File: config.mk
export PLATFORM = sky130hd
export DESIGN_NAME = timer_bank_flat
export DESIGN_NICKNAME = d
export VERILOG_FILES = /design/src/rtl/timer_bank_if.sv /design/src/rtl/timer_bank.sv /design/src/flat_wrapper.sv
export SDC_FILE = /design/constraint.sdc
export NUM_CORES = 1
export LEC_CHECK = 0
export CORE_ASPECT_RATIO = 0.5
export CORE_UTILIZATION = 54
export DETAILED_ROUTE_END_ITERATION = 16
export PLACE_DENSITY = 0.86
export SLEW_MARGIN = 20
export SYNTH_ARGS = -nofsm -noshare
export SYNTH_HDL_FRONTEND = slang
export SYNTH_SLANG_ARGS = --single-unit
File: constraint.sdc
create_clock -name clk -period 7.25 [get_ports clk]
set_input_delay 1.45 -clock clk [delete_from_list [all_inputs] [get_ports clk]]
set_output_delay 1.45 -clock clk [all_outputs]
set_load 0.01 [all_outputs]
File: src/rtl/timer_bank_if.sv
// Control/status bundle for timer_bank: per-channel programming inputs and timer outputs.
interface timer_bank_if #(
    parameter int WIDTH      = 8,
    parameter int NUM_CH     = 4,
    parameter int PRESCALE_W = 8
);
    logic [NUM_CH*WIDTH-1:0] threshold;
    logic [NUM_CH-1:0]       mode;
    logic [NUM_CH-1:0]       start;
    logic [NUM_CH-1:0]       stop;
    logic [NUM_CH-1:0]       irq_clr;
    logic [PRESCALE_W-1:0]   prescale;
    logic [NUM_CH*WIDTH-1:0] count;
    logic [NUM_CH-1:0]       running;
    logic [NUM_CH-1:0]       done;
    logic [NUM_CH-1:0]       irq;
    logic                    tick;

    modport master (
        output threshold, mode, start, stop, irq_clr, prescale,
        input  count, running, done, irq, tick
    );

    modport slave (
        input  threshold, mode, start, stop, irq_clr, prescale,
        output count, running, done, irq, tick
    );
endinterface

File: src/rtl/timer_bank.sv
// Multi-channel programmable interval timer with per-channel one-shot/periodic mode.
// Optional shared prescaler enabled by defining TIMER_BANK_PRESCALE_EN.
module timer_bank #(
    parameter int WIDTH      = 8,
    parameter int NUM_CH     = 4,
    parameter int PRESCALE_W = 8
) (
    input logic         clk,
    input logic         reset,
    timer_bank_if.slave bus
);
    typedef enum logic {IDLE = 1'b0, RUN = 1'b1} state_t;

    localparam logic [WIDTH-1:0] ONE = WIDTH'(1);

    logic                          tick_w;
    state_t                        state_q [NUM_CH];
    logic [NUM_CH-1:0][WIDTH-1:0]  cnt_q;
    logic [NUM_CH-1:0][WIDTH-1:0]  thr_q;
    logic [NUM_CH-1:0]             mode_q;
    logic [NUM_CH-1:0]             done_q;
    logic [NUM_CH-1:0]             irq_q;

`ifdef TIMER_BANK_PRESCALE_EN
    logic [PRESCALE_W-1:0] pre_q;

    // A prescale drop below the current count wraps through 2^PRESCALE_W naturally.
    always_ff @(posedge clk) begin
        if (reset) begin
            pre_q <= '0;
        end else if (pre_q == bus.prescale) begin
            pre_q <= '0;
        end else begin
            pre_q <= pre_q + PRESCALE_W'(1);
        end
    end

    assign tick_w = (pre_q == bus.prescale);
`else
    logic unused_prescale;

    assign unused_prescale = ^bus.prescale;
    assign tick_w          = 1'b1;
`endif

    always_ff @(posedge clk) begin
        if (reset) begin
            for (int unsigned i = 0; i < NUM_CH; i++) begin
                state_q[i] <= IDLE;
            end
            cnt_q  <= '0;
            thr_q  <= '0;
            mode_q <= '0;
            done_q <= '0;
            irq_q  <= '0;
        end else begin
            for (int unsigned i = 0; i < NUM_CH; i++) begin
                done_q[i] <= 1'b0;
                // Completion below overrides this clear in the same cycle.
                if (bus.irq_clr[i]) begin
                    irq_q[i] <= 1'b0;
                end
                if (bus.start[i]) begin
                    thr_q[i]   <= bus.threshold[i*WIDTH +: WIDTH];
                    mode_q[i]  <= bus.mode[i];
                    cnt_q[i]   <= '0;
                    state_q[i] <= RUN;
                end else if (bus.stop[i]) begin
                    state_q[i] <= IDLE;
                end else if (state_q[i] == RUN && tick_w) begin
                    // thr_q of 0 compares against all-ones, giving a 2^WIDTH period.
                    if (cnt_q[i] == thr_q[i] - ONE) begin
                        cnt_q[i]  <= '0;
                        done_q[i] <= 1'b1;
                        irq_q[i]  <= 1'b1;
                        if (!mode_q[i]) begin
                            state_q[i] <= IDLE;
                        end
                    end else begin
                        cnt_q[i] <= cnt_q[i] + ONE;
                    end
                end
            end
        end
    end

    always_comb begin
        bus.running = '0;
        for (int unsigned i = 0; i < NUM_CH; i++) begin
            bus.running[i] = (state_q[i] == RUN);
        end
    end

    assign bus.count = cnt_q;
    assign bus.done  = done_q;
    assign bus.irq   = irq_q;
    assign bus.tick  = tick_w;
endmodule
File: src/flat_wrapper.sv
// flat-port wrapper written by rule: the top's interface ports become plain ports
module timer_bank_flat 
#(
    parameter int WIDTH      = 8,
    parameter int NUM_CH     = 4,
    parameter int PRESCALE_W = 8
)
  (clk, reset, bus_threshold, bus_mode, bus_start, bus_stop, bus_irq_clr, bus_prescale, bus_count, bus_running, bus_done, bus_irq, bus_tick);
  timer_bank_if #(.WIDTH(WIDTH), .NUM_CH(NUM_CH), .PRESCALE_W(PRESCALE_W)) bus_i ();
  input logic clk;
  input logic reset;
  input wire logic [$bits(bus_i.threshold)-1:0] bus_threshold;
  input wire logic [$bits(bus_i.mode)-1:0] bus_mode;
  input wire logic [$bits(bus_i.start)-1:0] bus_start;
  input wire logic [$bits(bus_i.stop)-1:0] bus_stop;
  input wire logic [$bits(bus_i.irq_clr)-1:0] bus_irq_clr;
  input wire logic [$bits(bus_i.prescale)-1:0] bus_prescale;
  output wire logic [$bits(bus_i.count)-1:0] bus_count;
  output wire logic [$bits(bus_i.running)-1:0] bus_running;
  output wire logic [$bits(bus_i.done)-1:0] bus_done;
  output wire logic [$bits(bus_i.irq)-1:0] bus_irq;
  output wire logic [$bits(bus_i.tick)-1:0] bus_tick;
  assign bus_i.threshold = bus_threshold;
  assign bus_i.mode = bus_mode;
  assign bus_i.start = bus_start;
  assign bus_i.stop = bus_stop;
  assign bus_i.irq_clr = bus_irq_clr;
  assign bus_i.prescale = bus_prescale;
  assign bus_count = bus_i.count;
  assign bus_running = bus_i.running;
  assign bus_done = bus_i.done;
  assign bus_irq = bus_i.irq;
  assign bus_tick = bus_i.tick;
  timer_bank #(.WIDTH(WIDTH), .NUM_CH(NUM_CH), .PRESCALE_W(PRESCALE_W)) u_core (.clk(clk), .reset(reset), .bus(bus_i));
endmodule
Word level (Yosys, flattened, before mapping)
Memories as Yosys holds them, arrays and structs flattened.
Index checks and enable logic that the tools add are counted.

word-level totals
  latch bits = 0
  bits of input ports = 58
  ROM bits = 0
  logic and storage cells = 160
  register bits after elaboration = 76
  RAM bits = 4
  memories = 1
  output and inout port bits = 45

cells by class
  equality and inequality tests = 4
  add/sub/neg operators = 8
  multiplexer cells = 98
  divide/modulo/power cells = 0
  shift operators = 0
  magnitude comparators = 0
  bitwise operators = 20
  multipliers = 0
  reduce and logical (&&, ||, !) cells = 12

memories
  name            words  bits a word  rd ports  clocked after memory_dff  write ports  RTL line          RTL
  u_core.state_q  4      1            4         0                         4            timer_bank.sv:17  state_t state_q [NUM_CH];

operators by type and width
  operator                                          count
  2-to-1 mux 1 bit                                  94
  adder 8 x 1 -> 8 bit, second input constant       4
  == test 8 bit                                     4
  2-to-1 mux 8 bit                                  4
  subtractor 8 x 1 -> 8 bit, second input constant  4
  OR reduction 4 bit                                4
  bitwise OR 1 bit                                  12
  inverter 1 bit                                    8
  AND reduction 2 bit                               4
  OR reduction 2 bit                                4

Depth between registers and ports, before layout
  depth in word-level cells = 9
  depth in mapped cells = 10
  gate-level depth less buffers = 8

Worst setup path before layout
Ideal clock, no wire load.

  path type = input to register
  start = in reset
  end = mem u_core.state_q[2] (netlist name), enable pin
  stages on the path = 4
  setup slack = 4656 ps
  arrival time = 2340 ps
  setup time = 254 ps
  data required time = 6996 ps
  path through = clkbuf_1 or2_2 clkbuf_1 or3_1

RTL lines
  item         RTL line            RTL
  from (decl)  flat_wrapper.sv:11  input logic reset;
  to (decl)    timer_bank.sv:17

Final worst setup path
  start = reg u_core.cnt_q (netlist bit u_core.bus.count[26])
  end = out bus_count[26]

RTL lines
  item                               RTL line            RTL
  from (decl)                        timer_bank.sv:18    logic [NUM_CH-1:0][WIDTH-1:0] cnt_q;
  from (signal, indexed assignment)  timer_bank.sv:80    cnt_q[i] <= cnt_q[i] + ONE;
  to (decl)                          flat_wrapper.sv:18  output wire logic [$bits(bus_i.count)-1:0] bus_count;

No word-level cell between the ends.

==> results.md <==
* Status: complete, no violations
* Crit-path cells: clkdlybuf4s50_1
* Fraction of layout cells with a size suffix above 1 at approximately 6.2%
* Synth warn at 0
* Tot GR Track Use at about a quarter
* Top Ports at between 100 and 150
* Final worst-path cycle share at 40.6%
* Worst Path Buf+Inv at 1
* Slew Limit Fails at 0
* Routability congestion estimate at approximately 0.78
* Post-synthesis cell count at just under 500
* Die X at 128 um
* Post-synth EDFFs at 4
* Die height at 64.8 um
* Final hold vios at 0
* RSZ-0062 raised after global routing: no
* Yosys reg bits at 80
* Number of vias per cell at 5.29
* Hold slack at 0.469 ns
* Cts hold-fix bufs at 0
* Die Area at slightly above 8000 um^2
* Mean post-synth cell area at 8.73 um^2
* First-pass GRT wire length at 15,200 um
* Port bufs at 93
* Rows at 22
* Top Family by Delay on Critical Path: buffers and inverters
* Synth cell count leaders: nor2_1, dfxtp_1, mux2i_1, xnor2_1, xor2_1
* CTS tree: yes
* Leading area contributor after synthesis: dfxtp_1
* Async S/R FF share, synth at 0%
* Crit start category: flip-flop
* Yosys cell types at 54
* Ranking of synthesized cells by area: dfxtp_1, mux2i_1, nor2_1, xnor2_1, xor2_1
* Vias in the first global route at around 3,300
* Initial Utilization at 56.9%
* Clock Pin Slew Worst Setup and Hold Paths at around 0.060 ns
* Post-route ant nets at 0
* CTS buffer count at 9
* Initial DRC count at 190
* Yosys top cell area share at 35.7%
* CP Class: reg2out
* Max rail drop VDD at 153 uV
* PD cells at between 150 and 200 nW/um^2
* Hold Path Class: reg2reg
* Req. time, crit path at between 5 and 6 ns
* Mapped Area at 4260 um^2
* Total clock sinks at 80
* Post-CTS Setup Bufs at 0
* Util after Layout at 73.4%
* Max incr delay on CP at 0.62 ns
* Slew @ Worst Pin at 0.864 ns
* WP data arrival at roughly 1.5 ns
* Clock root buffer: clkbuf_16
* Setup TNS at 0 ns
* Sequential share of the synthesized area at ~39%
* # diodes at 0
* Leakage power total at 2.06 nW
* Final min period at 2.94 ns
* CORE AREA at 7490 um^2
* DP Wirelength at around 6400 um
* CP max-delay cell: clkdlybuf4s50_1
* Worst Setup Slack post-DPL at 4.00 ns
* Syn Nets at about 550
* Drt drc at 0
* Predominant post-synthesis flop cell: dfxtp_1
* Max_slew headroom at 42.4%
* # setup viols final at 0
* Fin nets at about 630
* CTS Buffer Depth at 2
* Initial antenna violation count at 0
* Total gr overflow at 0
* Final setup margin at ~4.3 ns
* Drt first pass iters at 4
* Clock Skew at 0.00435 ns
* Top-count cell post-synth: nor2_1
* Worst Setup End Kind: output pin
* Area growth from synthesis to layout at 29.0%
* Max-cap viol count at 0
* Crit Path Max Fanout at 11
* DR vias at about 3,600
* Pin count of the biggest net entering global routing at 49
* H-tree Lvls at 3
* Fmax at 0.340 GHz
* Drt wl/cell at between 10 and 15 um
* Latest clock arrival within the worst-skew pair at between 0.3 and 0.4 ns
* WL final at 8940 um
* Post_cts resized at 0
## worst min-delay path: cells and delay by family (launching register included)
kind	cells	cell delay, ns
buf+inv	1	0.05
flops	1	0.31
compound gates	1	0.07
## through the flow
step / cell area, um^2 / total power, W / cells
2_1_floorplan: 4260 / 0.000574 / 488
3_3_place_gp: 5160 / 0.000616 / 656
3_5_place_dp: 5160 / 0.000620 / 656
4_1_cts: 5490 / 0.00111 / 672
5_1_grt: 5490 / 0.00114 / 672
6_report: 5490 / 0.00110 / 672
## power breakdown
part | internal, W | switching (W) | total, W
sequential | 0.000458 | 0.0000178 | 0.000476
combinational | 0.0000767 | 0.0000588 | 0.000136
clock | 0.000316 | 0.000169 | 0.000485
total | 0.000851 | 0.000246 | 0.00110
## flip-flops by register name, indices dropped and copies added (netlist names)
signal	count
u_core.thr_q	32
u_core.state_q	4
u_core.bus.done	4
u_core.bus.count	32
u_core.mode_q	4
u_core.bus.irq	4
## layout make-up
type	instances	area, um^2
Multi-Input combinational cell	363	2420
Clock buffer	15	299
Timing Repair Buffer	93	926
Tap cell	108	135
Clock inverter	1	30.0
Fill cell	558	1990
Inverter	12	45.0
Sequential cell	80	1640
## routing by layer
metal | track usage (%) | wire length, um | up-vias
met1 | 29.6 | 4370 | 1666
met2 | 38.5 | 4100 | 60
met5 | 0 | 0 | -
met3 | 6.36 | 334 | 13
li1 | - | - | 1813
met4 | 8.82 | 138 | 0
## cells by family after synthesis
| family | synth area share [%] |
|---|---|
| flops | 38.6 |
| buf+inv | 4.67 |
| other cells | 0.0881 |
| xor+xnor | 11.7 |
| simple gates | 24.9 |
| fa+ha+maj | 2.35 |
| mux | 8.46 |
| compound gates | 9.23 |
## layout by cell type, fill, tap and decap left out, drive strengths merged, types with 6 or more instances in the layout
master / instances
clkdlybuf4s50: 92
nor2: 87
dfxtp: 76
mux2i: 36
xnor2: 30
xor2: 27
nand2: 26
nand3: 15
clkbuf: 15
nand4: 13
inv: 12
nor3: 10
nor2b: 10
a21oi: 10
nand2b: 8
ha: 8
or2: 7
o21bai: 6
## final timing paths
kind	startpoint	to	slack, ns	cells after the start
max	u_core.bus.count[26]	bus_count[26]	4.31	1
min	u_core.bus.irq[2]	u_core.bus.irq[2]	0.47	2
max reg2reg	u_core.thr_q[26]	u_core.state_q[3]	4.65	6
min reg2reg	u_core.bus.irq[2]	u_core.bus.irq[2]	0.47	2
Note: power is estimated with default switching activity, not from simulation.
